<file path="src/rtl/a5_decipher.sv">
// a5_decipher: A5/1 stream decipher for one GSM burst.
// A start request captures the session key and frame number, then the block
// loads them into the three LFSRs, runs the discarded mixing steps and,
// for the uplink direction, skips the first keystream block. In RUN it XORs
// each accepted ciphertext bit with one keystream bit.
//
// Parameters:
//   DIRECTION  0 = first keystream block (downlink), 1 = second block (uplink)
//   BURSTLEN   keystream bits per block
//   MIXLEN     discarded majority-clocked mixing steps
// Ports:
//   i_clock, i_reset     rising-edge clock, asynchronous active-high reset
//   i_key[63:0]          session key Kc, bit 0 loaded first
//   i_frame[21:0]        frame number, bit 0 loaded first
//   i_start              one-cycle request to begin a burst (ignored while busy)
//   i_in_bit/i_in_valid  ciphertext bit and its qualifier
//   o_in_ready           high only in RUN
//   o_out_bit/o_out_valid  plaintext bit, valid one cycle after each transfer
//   o_busy               high in every state except IDLE
//   o_done               pulses with the final out_valid of the burst
module a5_decipher #(
    parameter int DIRECTION = 0,
    parameter int BURSTLEN  = 114,
    parameter int MIXLEN    = 100
) (
    input  logic        i_clock,
    input  logic        i_reset,
    input  logic [63:0] i_key,
    input  logic [21:0] i_frame,
    input  logic        i_start,
    input  logic        i_in_bit,
    input  logic        i_in_valid,
    output logic        o_in_ready,
    output logic        o_out_bit,
    output logic        o_out_valid,
    output logic        o_busy,
    output logic        o_done
);

    typedef enum logic [2:0] {
        IDLE       = 3'd0,
        LOAD_KEY   = 3'd1,
        LOAD_FRAME = 3'd2,
        MIX        = 3'd3,
        SKIP       = 3'd4,
        RUN        = 3'd5
    } state_t;

    localparam logic [6:0] KEY_LAST   = 7'd63;
    localparam logic [6:0] FRAME_LAST = 7'd21;
    localparam logic [6:0] MIX_LAST   = 7'(MIXLEN - 1);
    localparam logic [6:0] BURST_LAST = 7'(BURSTLEN - 1);
    localparam bit         USE_SKIP   = (DIRECTION == 32'sd1);

    // One LFSR step: shift toward the MSB, feedback (plus injected bit) into bit 0.
    function automatic logic [18:0] r1_step(input logic [18:0] r, input logic inj);
        r1_step = {r[17:0], r[18] ^ r[17] ^ r[16] ^ r[13] ^ inj};
    endfunction

    function automatic logic [21:0] r2_step(input logic [21:0] r, input logic inj);
        r2_step = {r[20:0], r[21] ^ r[20] ^ inj};
    endfunction

    function automatic logic [22:0] r3_step(input logic [22:0] r, input logic inj);
        r3_step = {r[21:0], r[22] ^ r[21] ^ r[20] ^ r[7] ^ inj};
    endfunction

    function automatic logic maj3(input logic a, input logic b, input logic c);
        maj3 = (a & b) | (a & c) | (b & c);
    endfunction

    state_t      r_state;
    logic [6:0]  r_cnt;
    logic [18:0] r_r1;
    logic [21:0] r_r2;
    logic [22:0] r_r3;
    logic [63:0] r_key;
    logic [21:0] r_frame;
    logic        r_in_ready;
    logic        r_out_bit;
    logic        r_out_valid;
    logic        r_busy;
    logic        r_done;

    logic        w_ld_bit;
    logic        w_maj;
    logic [18:0] w_r1_ld;
    logic [21:0] w_r2_ld;
    logic [22:0] w_r3_ld;
    logic [18:0] w_r1_mj;
    logic [21:0] w_r2_mj;
    logic [22:0] w_r3_mj;
    logic        w_ks;

    // Next-register candidates: unconditional load step and majority step.
    always_comb begin
        w_ld_bit = 1'b0;
        if (r_state == LOAD_KEY) begin
            w_ld_bit = r_key[r_cnt[5:0]];
        end else begin
            w_ld_bit = r_frame[r_cnt[4:0]];
        end

        w_r1_ld = r1_step(r_r1, w_ld_bit);
        w_r2_ld = r2_step(r_r2, w_ld_bit);
        w_r3_ld = r3_step(r_r3, w_ld_bit);

        w_maj = maj3(r_r1[8], r_r2[10], r_r3[10]);

        w_r1_mj = r_r1;
        w_r2_mj = r_r2;
        w_r3_mj = r_r3;
        if (r_r1[8] == w_maj) begin
            w_r1_mj = r1_step(r_r1, 1'b0);
        end else begin
            w_r1_mj = r_r1;
        end
        if (r_r2[10] == w_maj) begin
            w_r2_mj = r2_step(r_r2, 1'b0);
        end else begin
            w_r2_mj = r_r2;
        end
        if (r_r3[10] == w_maj) begin
            w_r3_mj = r3_step(r_r3, 1'b0);
        end else begin
            w_r3_mj = r_r3;
        end

        // Keystream bit is taken from the registers as they will be after this step.
        w_ks = w_r1_mj[18] ^ w_r2_mj[21] ^ w_r3_mj[22];
    end

    // Control FSM, LFSR state, captured key/frame and registered outputs.
    always_ff @(posedge i_clock or posedge i_reset) begin
        if (i_reset) begin
            r_state     <= IDLE;
            r_cnt       <= 7'd0;
            r_r1        <= 19'd0;
            r_r2        <= 22'd0;
            r_r3        <= 23'd0;
            r_key       <= 64'd0;
            r_frame     <= 22'd0;
            r_in_ready  <= 1'b0;
            r_out_bit   <= 1'b0;
            r_out_valid <= 1'b0;
            r_busy      <= 1'b0;
            r_done      <= 1'b0;
        end else begin
            r_out_valid <= 1'b0;
            r_done      <= 1'b0;
            case (r_state)
                IDLE: begin
                    if (i_start) begin
                        r_key   <= i_key;
                        r_frame <= i_frame;
                        r_r1    <= 19'd0;
                        r_r2    <= 22'd0;
                        r_r3    <= 23'd0;
                        r_cnt   <= 7'd0;
                        r_busy  <= 1'b1;
                        r_state <= LOAD_KEY;
                    end
                end
                LOAD_KEY: begin
                    r_r1 <= w_r1_ld;
                    r_r2 <= w_r2_ld;
                    r_r3 <= w_r3_ld;
                    if (r_cnt == KEY_LAST) begin
                        r_cnt   <= 7'd0;
                        r_state <= LOAD_FRAME;
                    end else begin
                        r_cnt <= r_cnt + 7'd1;
                    end
                end
                LOAD_FRAME: begin
                    r_r1 <= w_r1_ld;
                    r_r2 <= w_r2_ld;
                    r_r3 <= w_r3_ld;
                    if (r_cnt == FRAME_LAST) begin
                        r_cnt   <= 7'd0;
                        r_state <= MIX;
                    end else begin
                        r_cnt <= r_cnt + 7'd1;
                    end
                end
                MIX, SKIP: begin
                    r_r1 <= w_r1_mj;
                    r_r2 <= w_r2_mj;
                    r_r3 <= w_r3_mj;
                    if ((r_state == MIX && r_cnt == MIX_LAST) ||
                        (r_state == SKIP && r_cnt == BURST_LAST)) begin
                        r_cnt <= 7'd0;
                        // Uplink discards one whole block before the usable one.
                        if (r_state == MIX && USE_SKIP) begin
                            r_state <= SKIP;
                        end else begin
                            r_state    <= RUN;
                            r_in_ready <= 1'b1;
                        end
                    end else begin
                        r_cnt <= r_cnt + 7'd1;
                    end
                end
                RUN: begin
                    if (i_in_valid) begin
                        r_r1        <= w_r1_mj;
                        r_r2        <= w_r2_mj;
                        r_r3        <= w_r3_mj;
                        r_out_bit   <= i_in_bit ^ w_ks;
                        r_out_valid <= 1'b1;
                        if (r_cnt == BURST_LAST) begin
                            r_cnt      <= 7'd0;
                            r_state    <= IDLE;
                            r_in_ready <= 1'b0;
                            r_busy     <= 1'b0;
                            r_done     <= 1'b1;
                        end else begin
                            r_cnt <= r_cnt + 7'd1;
                        end
                    end
                end
                default: begin
                    r_state    <= IDLE;
                    r_cnt      <= 7'd0;
                    r_in_ready <= 1'b0;
                    r_busy     <= 1'b0;
                end
            endcase
        end
    end

    assign o_in_ready  = r_in_ready;
    assign o_out_bit   = r_out_bit;
    assign o_out_valid = r_out_valid;
    assign o_busy      = r_busy;
    assign o_done      = r_done;

endmodule

</file>
<file path="config.mk">
export PLATFORM = sky130hd
export DESIGN_NAME = a5_decipher
export DESIGN_NICKNAME = d
export VERILOG_FILES = /design/src/rtl/a5_decipher.sv
export SDC_FILE = /design/constraint.sdc
export NUM_CORES = 1
export LEC_CHECK = 0
export CAP_MARGIN = 10
export CORE_ASPECT_RATIO = 1.25
export CORE_MARGIN = 2
export CORE_UTILIZATION = 60
export DETAILED_ROUTE_END_ITERATION = 8
export PLACE_DENSITY = 0.85
export SLEW_MARGIN = 20
export SYNTH_ARGS = -nofsm -noshare
export SYNTH_HDL_FRONTEND = slang
export SYNTH_SLANG_ARGS = --single-unit
</file>
<file path="constraint.sdc">
create_clock -name i_clock -period 9.7 [get_ports i_clock]
set_clock_uncertainty 0.1 [all_clocks]
set_input_delay 1.94 -clock i_clock [delete_from_list [all_inputs] [get_ports i_clock]]
set_output_delay 1.94 -clock i_clock [all_outputs]
set_load 0.01 [all_outputs]
</file>
* Word level (Yosys, flattened, before mapping)
Index checks and enable logic that the tools add are counted.
W data, S select, Z words.
** Storage, ports and cells
- Bits in registers :: 165
- Bits in latches :: 0
- Memory bits (writable) :: 0
- ROM bits :: 0
- Input port bits :: 91
- Output and inout bits :: 5
- Logic and storage cells :: 111
- Memories kept :: 0
** Cells by class
- $add $sub $neg :: 1
- Multiply operators :: 0
- Divide/modulo/power cells :: 0
- Order comparisons :: 2
- Equal/unequal tests :: 18
- Shift-type cells :: 0
- Multiplexer cells :: 42
- Bitwise gates (word level) :: 20
- Reduce and logical (&&, ||, !) cells :: 16
** Operators by type and width (count)
- $pmux W23 S4 :: 1
- $pmux W22 S4 :: 1
- $pmux W19 S4 :: 1
- $mux W23 :: 3
- $mux W22 :: 3
- $mux W19 :: 3
- $mux W7 :: 6
- $pmux W7 S5 :: 1
- $mux W3 :: 6
- $pmux W3 S5 :: 1
- $eq A7 B7 Y1 const B :: 2
- $xor A1 B1 Y1 :: 13
- $mux W1 :: 12
- $ne A2 B2 Y1 const B :: 5
- $reduce_and A4 Y1 :: 2
- $add A7 B1 Y7 const B :: 1
- $eq A7 B5 Y1 const B :: 1
- $eq A7 B6 Y1 const B :: 1
- $lt A6 B7 Y1 const B :: 1
- $bmux W1 S6 :: 1
- $eq A3 B2 Y1 const B :: 2
- $eq A3 B3 Y1 const B :: 2
- $lt A5 B6 Y1 const B :: 1
- $pmux W1 S3 :: 2
- other kinds (17) :: 27

* Longest topological paths before layout
Gate-level depths: netlist of the first run.
- Word-level depth :: 8
- Mapped depth :: 12
- Gate-level depth less buffers :: 9

* Least setup slack after synthesis of the first run
No wires, ideal clock.
- Path type :: input -> register
- Start :: input port i_start
- End :: register r_key[41]
- Setup time :: 0.125 ns
- Arrival :: 3.429 ns
- Required time :: 9.475 ns
- Path slack :: 6.046 ns
- Stages on the path :: 4
- Buffers on the path :: 2
- Path through :: nor4b_1 -> clkbuf_1 -> buf_2 -> mux2_2
** Between the ends
- Word-level cells in the longest chain between the ends :: 1
** Ends and longest elaborated chain
- start: declaration :: RTL line 30 : input logic i_start,
- $reduce_and A2 Y1 (no source line)
- end signal: assignment :: RTL line 154 : r_key <= i_key;
- end: declaration :: RTL line 77 : logic [63:0] r_key;
Every way passes these cells.
A chain may end at the register's enable or synchronous reset.

* Final worst setup path of the first run
- Start :: input port i_in_valid
- End :: register r_r2[0]
** Between the ends
- Word-level cells in the longest chain between the ends :: 2
** Ends and longest elaborated chain
- start: declaration :: RTL line 32 : input logic i_in_valid,
- $ne A2 B2 Y1 (no source line)
- $reduce_and A3 Y1 (no source line)
- end signal: assignment :: RTL line 166 : r_r2 <= w_r2_ld;
- end signal: assignment :: RTL line 177 : r_r2 <= w_r2_ld;
- end signal: assignment :: RTL line 188 : r_r2 <= w_r2_mj;
- end: declaration :: RTL line 75 : logic [21:0] r_r2;
Every way passes these cells.

==> results of run 1 <==
==> kinds of logic (layout without fill, tap and decap cells) <==
logic type                 count (synthesis)  after routing  share of synthesized area [%]
xor gates and xnor gates                  11             11                          1.247
muxes                                    120            120                          20.45
buffers and inverters                     52            139                          3.822
adders and majority gates                  6              6                         0.9393
AOI/OAI and AO/OA                         80             80                          6.510
and+or+nand+nor                          234            234                          13.59
DFF                                      165            165                          53.44
==> path summary, 6_finish.rpt <==
kind | start | end | slack (ns)
worst min-delay path | r_r2[14] | r_r2[14] | 0.37
worst max register to register | r_cnt[1] | r_cnt[6] | 6.65
max in group asynchronous | i_reset | r_r1[5] | 6.09
worst min register to register | r_r2[14] | r_r2[14] | 0.37
min in group asynchronous | i_reset | r_key[7] | 1.95
worst max-delay path | i_in_valid | r_r2[0] | 5.50
==> tightest hold or removal path, delay by kind of cell, from the launching register on <==
family           cells  cell delay (ns)
flip-flops           1             0.34
AND/OR/NAND/NOR      2             0.10
==> area by class of cell <==
| type | instances | area, sq um |
|---|---|---|
| Tap cell | 168 | 210.2 |
| Multi-Input combinational cell | 451 | 3311 |
| Sequential cell | 165 | 4129 |
| Clock buffer | 22 | 494.2 |
| Timing Repair Buffer | 99 | 980.9 |
| Fill cell | 816 | 3301 |
| Inverter | 8 | 35.03 |
| Clock inverter | 10 | 143.9 |
==> flip-flops by register name, summed over array words and instances, names as in the netlist, 3 cells and up <==
name and flops:
r_key 64, r_r3 23, r_frame 22, r_r2 22, r_r1 19, r_cnt 7, r_state 3
==> power groups by stage <==
stage | Clock (uW) | Combinational, uW | Sequential, uW
floorplan | 0 | 830 | 1080
global placement | 0 | 908 | 1150
detailed placement | 0 | 950 | 1180
CTS | 724 | 970 | 1180
global route | 751 | 1060 | 1210
finish | 713 | 964 | 1180
==> layout by cell type (no fill, tap or decap), drive strengths merged, types with 9 or more instances in the layout <==
cell | Yosys | final
mux2 | 94 | 94
nor2 | 17 | 17
clkbuf | 26 | 22
nand3 | 46 | 46
clkdlybuf4s50 | 0 | 95
xnor2 | 9 | 9
dfrtp | 165 | 165
mux2i | 9 | 9
nor2b | 10 | 10
inv | 8 | 9
nand2 | 133 | 133
mux4 | 17 | 17
o21ai | 36 | 36
==> cell usage after synthesis (2+ instances only) <==
master      n
dfrtp_1   165
nand2_1   133
mux2_2     94
nand3_1    46
o21ai_0    36
clkbuf_1   23
nor2_1     17
mux4_1     13
nor2b_1    10
mux2i_1     9
xnor2_1     9
a21oi_1     8
inv_1       8
buf_2       6
buf_6       6
a31oi_1     5
ha_1        5
nor3_1      5
o31ai_1     5
mux4_2      4
nand2b_1    4
o22ai_1     4
a221oi_1    3
a22oi_1     3
and3_1      3
buf_1       3
nor4b_1     3
or2_2       3
a211oi_1    2
a32o_1      2
buf_4       2
clkbuf_8    2
nor4_1      2
o41ai_1     2
xor2_1      2
==> layer usage <==
layer  routed length [um]  vias up  GRT usage (%)
met3                  756       34          6.349
met5                    0        -              0
li1                     -     2506              -
met1                 6660     2760          30.67
met4                  488        0          11.46
met2                 8737      158          43.95
==> through the flow <==
step                      worst slack [ns]  power [uW]  cell area (sq um)
after CTS                            5.350        2869               9301
after floorplan                      3.198        1912               7726
after detailed placement             4.943        2127               8663
after global placement               5.074        2061               8663
after global routing                 5.308        3024               9304
final                                5.501        2857               9304
==> run metrics, run 1 <==
Remaining DRCs=0; CTS Buf Count=17; PD cells=307.0 mW/mm^2; Slew headroom=28.16%; Final Util=73.81%; Critical Path, Cell by Cell=clkdlybuf4s50_1 -> inv_1 -> a31oi_1 -> nor2_1 -> a21oi_1 -> nand2_1 -> a221oi_1 -> a21oi_1; Yosys reg bits=165; worst path bufs/invs=2; CTS root buf=clkbuf_16; CTS tree=done; Starting DRT DRC Count=381; switching share of total power=33.86%; core area=0.01260 sq mm; Sequential Power Share=41.3%; Cell variety after synth=56; Initial Util=61.30%; Crit-path slowest cell=clkdlybuf4s50_1; WL final=16640 um; Top Ports=96; Cells after Synth=668; CP Capture Type=register; Clock transition at path regs=0.06 ns; clock sink count=165; WP data arrival=4.40 ns; layout cell share with drive strength beyond 1=18.94%; asr flop ratio synth=100.0%; fin crit share=43.29%; gr ovfl total=0; Setup-failing EPs final=0; startpoint class of the critical path=primary input; routed len/inst=18.03 um; Core Rows=46; diode count=0; vias per std cell=5.913; Mapped Area=0.007726 sq mm; vias in the first global route=5630; Vias=5458; GPL Wtd Cong=0.8420; crit-path max FO=22; hold depth=2; Post-Syn Area per Cell=11.57 sq um; syn nets=764; number of synthesized flops with an enable pin=0; clock share of power=24.9%; Max Cap Violations=0; CP delay by family, top=compound AO/OA/AOI/OAI gates; Buffers on Ports=95; maximum clock insertion buffer count=2; post-synth top area share=53.44%; status=complete, no violations; Critical Path RT=9.90 ns; All-Layer GR Usage=25.50%; Primary FF master, synth=dfrtp_1; Die Ht=130.9 um; crit-path max cell delay=0.54 ns; ANT nets after route=0; Psw=967.3 uW; initial antenna violation count=0; HP Class=register to register; P_int=1889 uW; Comb pwr share=33.8%; min Tclk post-route=4.199 ns; VDD IR max=0.1842 mV; 1st-pass router iterations=4; WHS=0.3713 ns; Worst Tran Pin Value=1.078 ns; Clk Latency, worst-skew pair=0.43 ns; Crit path depth=8; Post-CTS Repair Setup Buffers=0; setup_tns=0 ns; Synth warnings=0; Layout Nets=838; post-layout instance count excluding filler cells=923; Slew Viols, Final=0; area delta synth->final=20.42%; Crit Path Class=primary input to register; FMAX=0.2381 GHz; dpl cells=891; leak pwr=0.004162 uW; Worst Reg2Reg Path Length in Cells=8; DP HPWL=10530 um; largest net degree at the start of global routing=92; area leader, netlist=dfrtp_1; Top cell by count, worst path=a21oi_1; # hold bufs at CTS=0; die width=105.5 um; sequential area share after synthesis=53.44%; synth top area cells=dfrtp_1, mux2_2, nand2_1; die area=0.01381 sq mm; CTS H-tree depth=4; first-pass GRT wire length=27300 um; RSZ-0062 raised after global routing=no; CTS resizes=0; Final Hold Viols=0
(Power assumes the default switching activity.)
==> run 2: changes to the inputs <==
Settings changed: CORE_UTILIZATION 60 to 50, PLACE_DENSITY 0.85 to 0.76.
Clock period 9.7 ns to 3.5 ns, I/O delays scaled along.
==> run metrics, run 2 (synthesis results as in run 1) <==
status=complete, no violations; Core Rows=50; gr ovfl total=0; layout cell share with drive strength beyond 1=19.50%; Setup-failing EPs final=0; leak pwr=0.004214 uW; number of fill cells=1157; Worst Hold Launch=r_r2[3]; Worst Reg2Reg Path Length in Cells=8; pre-CTS worst setup slack=0.3983 ns; CTS resizes=0; CP Capture Type=register; GPL Wtd Cong=0.8584; Most flops, register=r_key; # hold bufs at CTS=0; Slew headroom=47.53%; die width=115.2 um; area delta synth->final=22.12%; VDD IR max=0.4143 mV; DP HPWL=10840 um; Clock transition at path regs=0.06 ns; CTS H-tree depth=4; R2R Setup Slk=0.46 ns; RSZ-0062 raised after global routing=no; initial antenna violation count=0; Critical Path, Cell by Cell=buf_4 -> mux4_1 -> nor2_1 -> nor4_1 -> nor4b_1 -> a31oi_1 -> xnor2_1 -> a221o_1; max FFs per register=64; All-Layer GR Usage=20.44%; R2R Path End=r_r3[0]; Initial Util=51.24%; 1st-pass router iterations=6; hold path endpoint=r_r2[3]; CTS tree=done; CP delay by family, top=simple AND/OR/NAND/NOR gates; Final Hold Viols=0; first-pass GRT wire length=26200 um; core area=0.01508 sq mm; PD cells=836.8 mW/mm^2; register area=0.004129 sq mm; Layout Nets=847; WL final=15850 um; ANT nets after route=0; Crit Path Class=register to register; most frequent cells in the layout=dfrtp_1, nand2_1, clkdlybuf4s50_1; Slew Viols, Final=0; Worst Tran Pin Value=0.7788 ns; post-route worst setup slack=0.4592 ns; crit-path max cell delay=0.61 ns; Critical Path RT=3.72 ns; biggest regs=r_key: 64 flops, r_r3: 23 flops; Multi-input gate area=0.003308 sq mm; largest net degree at the start of global routing=88; diode count=0; Buffers on Ports=95; Post-CTS Repair Setup Buffers=0; min Tclk post-route=3.041 ns; clock sink count=165; WP data arrival=3.26 ns; reg2reg start=r_cnt[0]; Die Ht=143.0 um; vias in the first global route=5497; most common cell after layout, fill and taps aside=dfrtp_1; startpoint class of the critical path=register; Vias=5355; Starting DRT DRC Count=397; Remaining DRCs=0; routed len/inst=16.30 um; CTS root buf=clkbuf_16; CTS Buf Count=17; crit-path max FO=21; worst path bufs/invs=1; vias per std cell=5.509; fin crit share=86.88%; Max Cap Violations=0; setup_tns=0 ns; die area=0.01647 sq mm; Clk Latency, worst-skew pair=0.43 ns; maximum clock insertion buffer count=2; Top Ports=96; HP Class=register to register; Crit-path slowest cell=dfrtp_1; FMAX=0.3289 GHz; hold depth=2
-- run 2: changes by cell type in the layout (fill, tap and decap cells not counted), moves of 2 or more --
cell	change
buf_12	+3
buf_4	+6
clkbuf_1	+2
clkbuf_8	-2
clkinvlp_4	-2
-- run 2: stage by stage --
stage                     std cells  util, %  power (uW)  hold slack [ns]  instance area, sq um
final                           972    62.58        7896           0.3690                  9435
after floorplan                 668        -        5299           0.3384                  7730
after CTS                       972    62.58        7951           0.3709                  9435
after global routing            972    62.58        8402           0.3899                  9435
after global placement          940    58.48        5840           0.3495                  8817
after detailed placement        940    58.48        5979           0.3569                  8817
-- run 2: worst max-delay path by stage --
stage / from / end / slack, ns / depth (start not counted)
finish: r_cnt[0] / r_r3[0] / 0.46 / 8
global route: r_cnt[0] / r_r3[0] / 0.22 / 8
CTS: r_cnt[0] / r_r3[0] / 0.47 / 8
detailed placement: i_in_valid / r_r2[0] / 0.40 / 8
global placement: r_cnt[0] / r_r1[0] / 0.54 / 8
floorplan: i_reset / o_busy / 0.60 / 1
-- run 2: cell type report --
cell class / count / share of cell area [%]
Sequential cell: 165 / 43.76
Clock buffer: 22 / 5.026
Multi-Input combinational cell: 451 / 35.06
Timing Repair Buffer: 108 / 11.51
Tap cell: 208 / 2.758
Inverter: 8 / 0.3580
Clock inverter: 10 / 1.525
-- run 2: worst min-delay path: stages, from the launching register on --
cell and delay [ns]:
dfrtp_1 0.34, nand2_1 0.05, nand2_1 0.05
-- run 2: layer usage --
layer / global-route usage (%) / wire length (um) / vias to the layer above
li1: - / - / 2531
met1: 26.47 / 6787 / 2660
met2: 34.02 / 8081 / 138
met3: 4.881 / 726 / 26
met4: 6.531 / 250 / 0
met5: 0 / 0 / -
-- run 2: power breakdown --
| part | switching, uW | internal [uW] |
|---|---|---|
| clock network | 758 | 1180 |
| logic | 1270 | 1410 |
| registers | 595 | 2680 |
| total | 2630 | 5270 |
